`src/rtl/fifo_pkg.sv`:
```
// Shared defaults and sizing helper for the synchronous FIFO.
package fifo_pkg;

    localparam int unsigned DATA_WIDTH_DEF = 16;
    localparam int unsigned DEPTH_DEF      = 8;

    function automatic int unsigned ptr_width(input int unsigned depth);
        return $clog2(depth);
    endfunction

endpackage

```
`src/rtl/fifo_mem.sv`:
```
// Simple dual-port register array: synchronous write, registered read.
module fifo_mem #(
    parameter int unsigned DATA_WIDTH = 16,
    parameter int unsigned DEPTH      = 8,
    parameter int unsigned AW         = 3
) (
    input  logic                  clk,
    input  logic                  rst,
    input  logic                  we,
    input  logic [AW-1:0]         waddr,
    input  logic [DATA_WIDTH-1:0] wdata,
    input  logic                  re,
    input  logic [AW-1:0]         raddr,
    output logic [DATA_WIDTH-1:0] rdata
);

    logic [DATA_WIDTH-1:0] mem [DEPTH];

    // Storage is deliberately left out of reset.
    always_ff @(posedge clk) begin
        if (we) begin
            mem[waddr] <= wdata;
        end
    end

    always_ff @(posedge clk or negedge rst) begin
        if (!rst) begin
            rdata <= '0;
        end else if (re) begin
            rdata <= mem[raddr];
        end
    end

endmodule

```
`src/rtl/sync_fifo.sv`:
```
// Single-clock FIFO: pointers, occupancy count, status decode and error pulses.
module sync_fifo
    import fifo_pkg::*;
#(
    parameter int unsigned DATA_WIDTH  = DATA_WIDTH_DEF,
    parameter int unsigned DEPTH       = DEPTH_DEF,
    parameter int unsigned AFULL_LEVEL = DEPTH - 1
) (
    input  logic                  clk,
    input  logic                  rst,
    input  logic                  wr,
    input  logic                  rd,
    input  logic [DATA_WIDTH-1:0] din,
    output logic [DATA_WIDTH-1:0] dout,
    output logic                  valid,
    output logic                  empty,
    output logic                  almostfull,
    output logic                  full,
    output logic                  over,
    output logic                  under
);

    localparam int unsigned AW = ptr_width(DEPTH);
    localparam int unsigned CW = AW + 1;
    localparam logic [CW-1:0] DEPTH_CNT = CW'(DEPTH);
    localparam logic [CW-1:0] AFULL_CNT = CW'(AFULL_LEVEL);

    logic [AW-1:0] wptr_q, wptr_d;
    logic [AW-1:0] rptr_q, rptr_d;
    logic [CW-1:0] count_q, count_d;
    logic          valid_q, over_q, under_q;
    logic          wr_ok, rd_ok;

    assign empty      = (count_q == '0);
    assign full       = (count_q == DEPTH_CNT);
    assign almostfull = (count_q >= AFULL_CNT);

    // A write into a full FIFO still succeeds when a read frees a slot on the same edge.
    assign rd_ok = rd && !empty;
    assign wr_ok = wr && (!full || rd);

    always_comb begin
        wptr_d  = wptr_q;
        rptr_d  = rptr_q;
        count_d = count_q;
        if (wr_ok) begin
            wptr_d = wptr_q + AW'(1);
        end
        if (rd_ok) begin
            rptr_d = rptr_q + AW'(1);
        end
        if (wr_ok && !rd_ok) begin
            count_d = count_q + CW'(1);
        end else if (rd_ok && !wr_ok) begin
            count_d = count_q - CW'(1);
        end
    end

    always_ff @(posedge clk or negedge rst) begin
        if (!rst) begin
            wptr_q  <= '0;
            rptr_q  <= '0;
            count_q <= '0;
            valid_q <= 1'b0;
            over_q  <= 1'b0;
            under_q <= 1'b0;
        end else begin
            wptr_q  <= wptr_d;
            rptr_q  <= rptr_d;
            count_q <= count_d;
            valid_q <= rd_ok;
            over_q  <= wr && !wr_ok;
            under_q <= rd && !rd_ok;
        end
    end

    assign valid = valid_q;
    assign over  = over_q;
    assign under = under_q;

    fifo_mem #(
        .DATA_WIDTH (DATA_WIDTH),
        .DEPTH      (DEPTH),
        .AW         (AW)
    ) u_mem (
        .clk   (clk),
        .rst   (rst),
        .we    (wr_ok),
        .waddr (wptr_q),
        .wdata (din),
        .re    (rd_ok),
        .raddr (rptr_q),
        .rdata (dout)
    );

endmodule

```
`config.mk`:
```
export PLATFORM = sky130hd
export DESIGN_NAME = sync_fifo
export DESIGN_NICKNAME = d
export VERILOG_FILES = /design/src/rtl/fifo_pkg.sv /design/src/rtl/fifo_mem.sv /design/src/rtl/sync_fifo.sv
export SDC_FILE = /design/constraint.sdc
export NUM_CORES = 1
export LEC_CHECK = 0
export BUFFER_PORTS_ARGS = -buffer_cell sky130_fd_sc_hd__buf_2
export CAP_MARGIN = 20
export CORE_ASPECT_RATIO = 1.2
export CORE_UTILIZATION = 55
export CTS_CLUSTER_DIAMETER = 120
export CTS_CLUSTER_SIZE = 12
export DETAILED_ROUTE_END_ITERATION = 12
export GPL_ROUTABILITY_DRIVEN = 0
export GPL_TIMING_DRIVEN = 0
export PLACE_DENSITY = 0.74
export SETUP_SLACK_MARGIN = 0.2
export SYNTH_ARGS = -nofsm -noshare
export SYNTH_HDL_FRONTEND = slang
export SYNTH_SLANG_ARGS = --single-unit
```
`constraint.sdc`:
```
create_clock -name clk -period 3.25 [get_ports clk]
set_input_delay 0 -clock clk [delete_from_list [all_inputs] [get_ports clk]]
set_output_delay 0 -clock clk [all_outputs]
set_load 0.05 [all_outputs]
```
# Word-level counts from Yosys, hierarchy flattened
# Memory sizes are Yosys's and may differ from the RTL's. A register that Yosys moved wholly into a read port is not among the register bits.
# Index checks and enable logic that the tools add are counted.
classes:
  n_reduce_logical: 14
  n_div: 0
  multipliers: 0
  muxes: 4
  order_cmp: 1
  add_sub_neg: 4
  n_bitwise: 0
  eq_ne: 1
  shifts: 0
op_table:
  columns: ["operator", "count"]
  rows:
  - ["$mux 4", 2]
  - ["$add 3x1->3 const B", 2]
  - ["$logic_and 1x1->1", 6]
  - ["$logic_not 1->1", 5]
  - ["$add 4x1->4 const B", 1]
  - ["$eq 4x4->1 const B", 1]
  - ["$ge 4x3->1 const B", 1]
  - ["$logic_not 4->1", 1]
  - ["$sub 4x1->4 const B", 1]
  - ["$mux 1", 2]
  - ["$reduce_bool 2->1", 1]
  - ["$logic_or 1x1->1", 1]
totals:
  mem_count: 1
  ff_bits: 13
  latchBits: 0
  mem_bits_rw: 128
  word_cells: 31
  output_inout_bits: 22
  mem_bits_ro: 0
memory_table:
  columns: ["name", "depth", "word_bits", "rd", "rd_ports_with_merged_regs", "write_ports", "line_no", "rtl"]
  rows:
  - ["u_mem.mem", 8, 16, 1, 1, 1, "fifo_mem.sv:17", "logic [DATA_WIDTH-1:0] mem [DEPTH];"]

# Logic depth before layout (Yosys ltp)
depth:
  depth_word: 8
  depth_mapped: 11
  ltp_nobuf: 10

# Hierarchy
# From an unflattened synthesis, not the netlist that was laid out.
unflattened:
  cells_unflattened: 382
  hier_area_um2: 6347.3
modules_own_cells:
  columns: ["module", "area_each_um2", "instances", "seq_area_each_um2", "cells_per_inst"]
  rows:
  - ["fifo_mem", 5652.9, 1, 4244.1, 325]
  - ["sync_fifo", 694.4, 1, 325.3, 57]

# Least setup slack after synthesis
# No wires, ideal clock.
synth_path:
  kind: "register to register"
  from: "reg count_q[0]"
  to: "reg count_q[3]"
  t_arrival_ns: 3.842
  path_stages_with_launch: 11
  period_less_slack_ns: 3.978
  slack_ns: -0.728
  setup_time_ns: 0.136
  cell_sequence: "dfrtp_1 > nor4_1 > nand2b_1 > buf_4 > buf_4 > ha_1 > inv_1 > ha_1 > a21o_1 > a2111oi_0 > o31ai_1"
synth_lines:
  columns: ["element", "line_no", "rtl"]
  rows:
  - ["start, declared", "sync_fifo.sv:30", "logic [CW-1:0] count_q, count_d;"]
  - ["start signal, assigned", "sync_fifo.sv:70", "count_q <= count_d;"]
  - ["$logic_not 4->1 *", "sync_fifo.sv:34", "assign empty = (count_q == '0);"]
  - ["named net empty", "sync_fifo.sv:16", "output logic empty,"]
  - ["$logic_not 1->1 *", "sync_fifo.sv:39", "assign rd_ok = rd && !empty;"]
  - ["$logic_and 1x1->1 *", "sync_fifo.sv:39", null]
  - ["$logic_not 1->1", "sync_fifo.sv:52", "if (wr_ok && !rd_ok) begin"]
  - ["$logic_and 1x1->1", "sync_fifo.sv:52", null]
  - ["$mux 4 or $reduce_bool 2->1 (tied branches)", null, null]
# Mark *: on every way through the listed nets, which the timed path passes. The rest lies on a longest branch. The select of a mux whose other input is x is not followed.
# A chain may end at the register's enable or synchronous reset.

# Worst setup path in the final report
layout_path:
  from: "reg count_q[1]"
  to: "reg count_q[3]"
layout_between:
  elab_chain_len: 7
layout_lines:
  columns: ["element", "line_no", "rtl"]
  rows:
  - ["$eq 4x4->1 *", "sync_fifo.sv:35", "assign full = (count_q == DEPTH_CNT);"]
  - ["$logic_not 1->1 *", "sync_fifo.sv:40", "assign wr_ok = wr && (!full || rd);"]
  - ["$logic_or 1x1->1 *", "sync_fifo.sv:40", null]
  - ["$logic_and 1x1->1 *", "sync_fifo.sv:40", null]
  - ["named net u_mem.we", "fifo_mem.sv:9", "input logic we,"]
  - ["$logic_not 1->1", "sync_fifo.sv:54", "end else if (rd_ok && !wr_ok) begin"]
  - ["$logic_and 1x1->1", "sync_fifo.sv:54", null]
  - ["$reduce_bool 2->1 (no source line)", null, null]
# Marked as above.

==> impl_metrics.xml <==
<?xml version="1.0" encoding="UTF-8"?>
<metrics>
  <group name="setup_path">
    <metric name="crit_path_category" unit="">flip-flop to flip-flop</metric>
    <metric name="reg2reg_from" unit="">count_q[1]$_DFFE_PN0P_</metric>
    <metric name="cp_data_required_time" unit="ps">3540</metric>
    <metric name="reg2reg_setup_slack" unit="ps">410</metric>
    <metric name="r2r_cells" unit="">9</metric>
    <metric name="worst-endpoint-arrival" unit="ps">3120</metric>
    <metric name="cp_num_buf_inv" unit="">2</metric>
    <metric name="cpMostUsedCell" unit="">sky130_fd_sc_hd__ha_1</metric>
    <metric name="r2r_end" unit="">count_q[3]$_DFFE_PN0P_</metric>
    <metric name="path_cells" unit="">or4b_4 &gt; o21ai_4 &gt; inv_2 &gt; ha_1 &gt; inv_1 &gt; ha_1 &gt; a21o_1 &gt; a2111oi_1 &gt; o31ai_1</metric>
    <metric name="end_kind" unit="">flip-flop</metric>
    <metric name="critPathLaunchType" unit="">flip-flop</metric>
    <metric name="slowest_stage_cell_crit_path" unit="">sky130_fd_sc_hd__or4b_4</metric>
    <metric name="path_delay_family" unit="">compound AO/OA/AOI/OAI gates</metric>
    <metric name="cpPeakStageDelay" unit="ps">580</metric>
    <metric name="timing.critical_path.fanout_max" unit="">6</metric>
  </group>
  <group name="clock_network">
    <metric name="tritoncts_num_sinks" unit="">157</metric>
    <metric name="worstSkewPairLatency" unit="ps">410</metric>
    <metric name="cts.root.buffer_cell" unit="">sky130_fd_sc_hd__clkbuf_16</metric>
    <metric name="cts_tree" unit="">yes</metric>
    <metric name="cts_max_level" unit="">4</metric>
    <metric name="cts_buffers" unit="">17</metric>
    <metric name="clock_transition_at_path_regs" unit="ps">60</metric>
    <metric name="max-clock-path-buffers" unit="">2</metric>
  </group>
  <group name="floorplan">
    <metric name="die_footprint" unit="um^2">11700</metric>
    <metric name="initial_core_util" unit="%">56.3</metric>
    <metric name="rows" unit="">42</metric>
    <metric name="chipWidth" unit="um">98.8</metric>
    <metric name="core_area" unit="um^2">11000</metric>
    <metric name="pin_count" unit="">42</metric>
    <metric name="die_h" unit="um">118</metric>
  </group>
  <group name="place">
    <metric name="placement.setup.worst_slack" unit="ps">240</metric>
    <metric name="place_area" unit="um^2">6730</metric>
    <metric name="numPortBuffers" unit="">41</metric>
    <metric name="post-dp-hpwl" unit="mm">7.87</metric>
  </group>
  <group name="power_and_ir_drop">
    <metric name="power.density" unit="nW/um^2">957</metric>
    <metric name="power.ir.vdd_worst" unit="mV">0.569</metric>
    <metric name="p_int" unit="mW">4.67</metric>
    <metric name="part_of_the_total_power_dissipated_in_sequential_elements" unit="%">39.5</metric>
    <metric name="switchingPower" unit="mW">2.51</metric>
    <metric name="power.share.combinational" unit="%">34.8</metric>
    <metric name="sw_frac_of_total" unit="%">34.9</metric>
    <metric name="clkPwrFrac" unit="%">25.7</metric>
    <metric name="power.leakage" unit="nW">2.80</metric>
  </group>
  <group name="yosys">
    <metric name="synth.area.top_cells" unit="">sky130_fd_sc_hd__edfxtp_1 (62%), sky130_fd_sc_hd__dfrtp_1 (12%), sky130_fd_sc_hd__mux2_2 (5.8%)</metric>
    <metric name="synth_top_family_by_area" unit="">multiplexers</metric>
    <metric name="synth_async_sr_flop_share" unit="%">18.5</metric>
    <metric name="synth.lib_cells_used.distinct" unit="">35</metric>
    <metric name="synth_seq_area_share" unit="%">73.9</metric>
    <metric name="synth-compound-area-share" unit="%">6.54</metric>
    <metric name="synth_adder_area_share" unit="%">1.34</metric>
    <metric name="synth_top_cell_by_area" unit="">sky130_fd_sc_hd__edfxtp_1</metric>
    <metric name="yosys.area_share.simple" unit="%">3.79</metric>
    <metric name="ys_ff_latch" unit="">157</metric>
    <metric name="netlist_instances" unit="">364</metric>
    <metric name="syn_area_per_cell" unit="um^2">17.0</metric>
    <metric name="postSynthNetCount" unit="">390</metric>
    <metric name="ys_dominant_reg_cell" unit="">sky130_fd_sc_hd__edfxtp_1</metric>
    <metric name="yosysWarnings" unit="">0</metric>
    <metric name="synth_xor_xnor_area_share" unit="%">0.850</metric>
    <metric name="synth.cell_area" unit="um^2">6180</metric>
    <metric name="post_synth_top_area_share" unit="%">62.2</metric>
    <metric name="share_of_synthesized_area_spent_on_multiplexers" unit="%">11.4</metric>
    <metric name="synth-edff-count" unit="">128</metric>
  </group>
  <group name="global_routing">
    <metric name="grt_pass1_wl" unit="mm">19.2</metric>
    <metric name="vias_in_the_first_global_route" unit="">3471</metric>
    <metric name="grt_overflow" unit="">0</metric>
    <metric name="maximum_number_of_pins_on_one_net_before_global_route_repair" unit="">30</metric>
    <metric name="grt_antenna_before_repair" unit="">0</metric>
    <metric name="grt_use_total" unit="%">23.0</metric>
  </group>
  <group name="sta">
    <metric name="worst_path_setup_slack_after_routing" unit="ps">414</metric>
    <metric name="finalMaxSlewViolations" unit="">0</metric>
    <metric name="fin_crit_sh" unit="%">87.3</metric>
    <metric name="max_freq" unit="MHz">353</metric>
    <metric name="setup_repair_after_global_routing_missed_its_margin" unit="">false</metric>
    <metric name="minimum_clock_period" unit="ps">2840</metric>
    <metric name="timing.clock.skew" unit="ps">7.67</metric>
    <metric name="max-slew-margin-rel" unit="%">32.7</metric>
    <metric name="timing.final.setup_violations" unit="">0</metric>
    <metric name="final_hold_viol_count" unit="">0</metric>
    <metric name="transition_at_the_pin_with_the_smallest_max_transition_slack" unit="ps">1000</metric>
  </group>
  <group name="route">
    <metric name="dr.first_iter.drc_count" unit="">241</metric>
    <metric name="wl_met1" unit="mm">5.16</metric>
    <metric name="highest_layer_used_for_signal_routing" unit="">met4</metric>
    <metric name="wl_per_cell" unit="um">20.7</metric>
    <metric name="drt_wl_total" unit="mm">12.4</metric>
    <metric name="via_count" unit="">3457</metric>
    <metric name="firstDrtPassIters" unit="">4</metric>
    <metric name="route.met2.wl" unit="mm">6.33</metric>
    <metric name="route.met3.wl" unit="um">655</metric>
    <metric name="vias_per_cell" unit="">5.75</metric>
    <metric name="route.antenna.remaining_nets" unit="">0</metric>
    <metric name="drc_errors" unit="">0</metric>
  </group>
  <group name="layout">
    <metric name="final_cell_area" unit="um^2">7500</metric>
    <metric name="commonest_cells_after_routing_fill_and_taps_aside" unit="">sky130_fd_sc_hd__edfxtp_1 (128), sky130_fd_sc_hd__buf_2 (43), sky130_fd_sc_hd__mux2i_1 (33)</metric>
    <metric name="area_growth_syn_to_layout" unit="%">21.4</metric>
    <metric name="design.final.nets" unit="">483</metric>
    <metric name="number_of_diodes" unit="">0</metric>
    <metric name="layout.cells.most_common" unit="">sky130_fd_sc_hd__edfxtp_1</metric>
    <metric name="layout-drive-gt1-share" unit="%">30.5</metric>
  </group>
  <group name="outcome">
    <metric name="run_status" unit="">finished clean</metric>
  </group>
  <group name="flow_run">
    <metric name="timing.max_cap.violations" unit="">0</metric>
  </group>
  <group name="worst_hold_path">
    <metric name="min-delay-path-class" unit="">input port to async pin</metric>
  </group>
</metrics>
==> kinds of logic after synthesis <==
family | after synthesis
DFF | 157
AOI/OAI and AO/OA | 56
muxes | 66
xor gates and xnor gates | 6
and+or+nand+nor | 51
adders and majority gates | 6
buffers and inverters | 22
==> worst max path at each step <==
| stage | start | end | slack (ps) | cells past startpoint |
|---|---|---|---|---|
| after global placement | count_q[0]$_DFFE_PN0P_ | u_mem.mem[0][5]$_DFFE_PP_ | -1000 | 3 |
| final | count_q[1]$_DFFE_PN0P_ | count_q[3]$_DFFE_PN0P_ | 410 | 9 |
| after CTS | count_q[1]$_DFFE_PN0P_ | count_q[3]$_DFFE_PN0P_ | 210 | 9 |
| after global routing | count_q[1]$_DFFE_PN0P_ | count_q[3]$_DFFE_PN0P_ | 200 | 10 |
| after floorplan | count_q[1]$_DFFE_PN0P_ | count_q[3]$_DFFE_PN0P_ | 250 | 10 |
| after detailed placement | count_q[1]$_DFFE_PN0P_ | count_q[3]$_DFFE_PN0P_ | 240 | 9 |
==> cell type report <==
class	instances	area, um^2
sequential	157	4570
fill	697	3480
multi-input combinational	185	1530
timing repair buffer	74	548
clock buffer	18	429
tap	132	165
clock inverter	13	126
buffer	18	121
inverter	4	15.0
==> through the flow <==
stage	cells	util, %	power [mW]	hold slack [ps]	setup TNS [ps]
after floorplan	364	-	4.60	-296	0
after global placement	537	59.8	5.17	92.6	-26820
after detailed placement	548	61.3	5.33	101	0
after CTS	599	68.1	7.19	199	0
after global routing	601	68.3	7.49	227	0
final	601	68.3	7.18	169	0
==> cells in the mapped netlist, types with 3 or more instances <==
library cell / number
sky130_fd_sc_hd__nand2_1: 30
sky130_fd_sc_hd__inv_1: 3
sky130_fd_sc_hd__buf_4: 6
sky130_fd_sc_hd__mux2_2: 32
sky130_fd_sc_hd__o21ai_1: 16
sky130_fd_sc_hd__a221o_1: 16
sky130_fd_sc_hd__nor3_1: 7
sky130_fd_sc_hd__ha_1: 5
sky130_fd_sc_hd__mux2i_1: 33
sky130_fd_sc_hd__nand2b_1: 4
sky130_fd_sc_hd__nor2_1: 4
sky130_fd_sc_hd__dfrtp_1: 29
sky130_fd_sc_hd__xnor2_1: 6
sky130_fd_sc_hd__o22ai_1: 16
sky130_fd_sc_hd__edfxtp_1: 128
sky130_fd_sc_hd__clkbuf_1: 5
==> sequential cells by signal (all words and copies together), names as in the netlist <==
signal	cells
u_mem.mem	128
u_mem.rdata	16
count_q	4
rptr_q	3
wptr_q	3
over	1
under	1
valid	1
==> metal layers <==
metal	up-vias	global-route usage (%)
li1	1598	-
met1	1715	29.7
met2	124	36.1
met3	20	5.44
met4	0	12.4
met5	-	0
==> repair_timing <==
item                                    4_1_cts  5_1_grt
hold buffers                                 20        0
buffers inserted                              0        2
hold endpoints to repair                    161        0
endpoints found under the setup margin        0        1
gates resized for setup                       0        3
==> power by group through the flow <==
| stage | clock [mW] | sequential, mW | combinational, mW |
|---|---|---|---|
| floorplan | 0 | 3.19 | 1.41 |
| global placement | 0 | 2.85 | 2.33 |
| detailed placement | 0 | 2.86 | 2.46 |
| CTS | 1.85 | 2.83 | 2.51 |
| global route | 1.94 | 2.88 | 2.68 |
| finish | 1.85 | 2.83 | 2.50 |
Note: power is estimated with default switching activity, not from simulation.
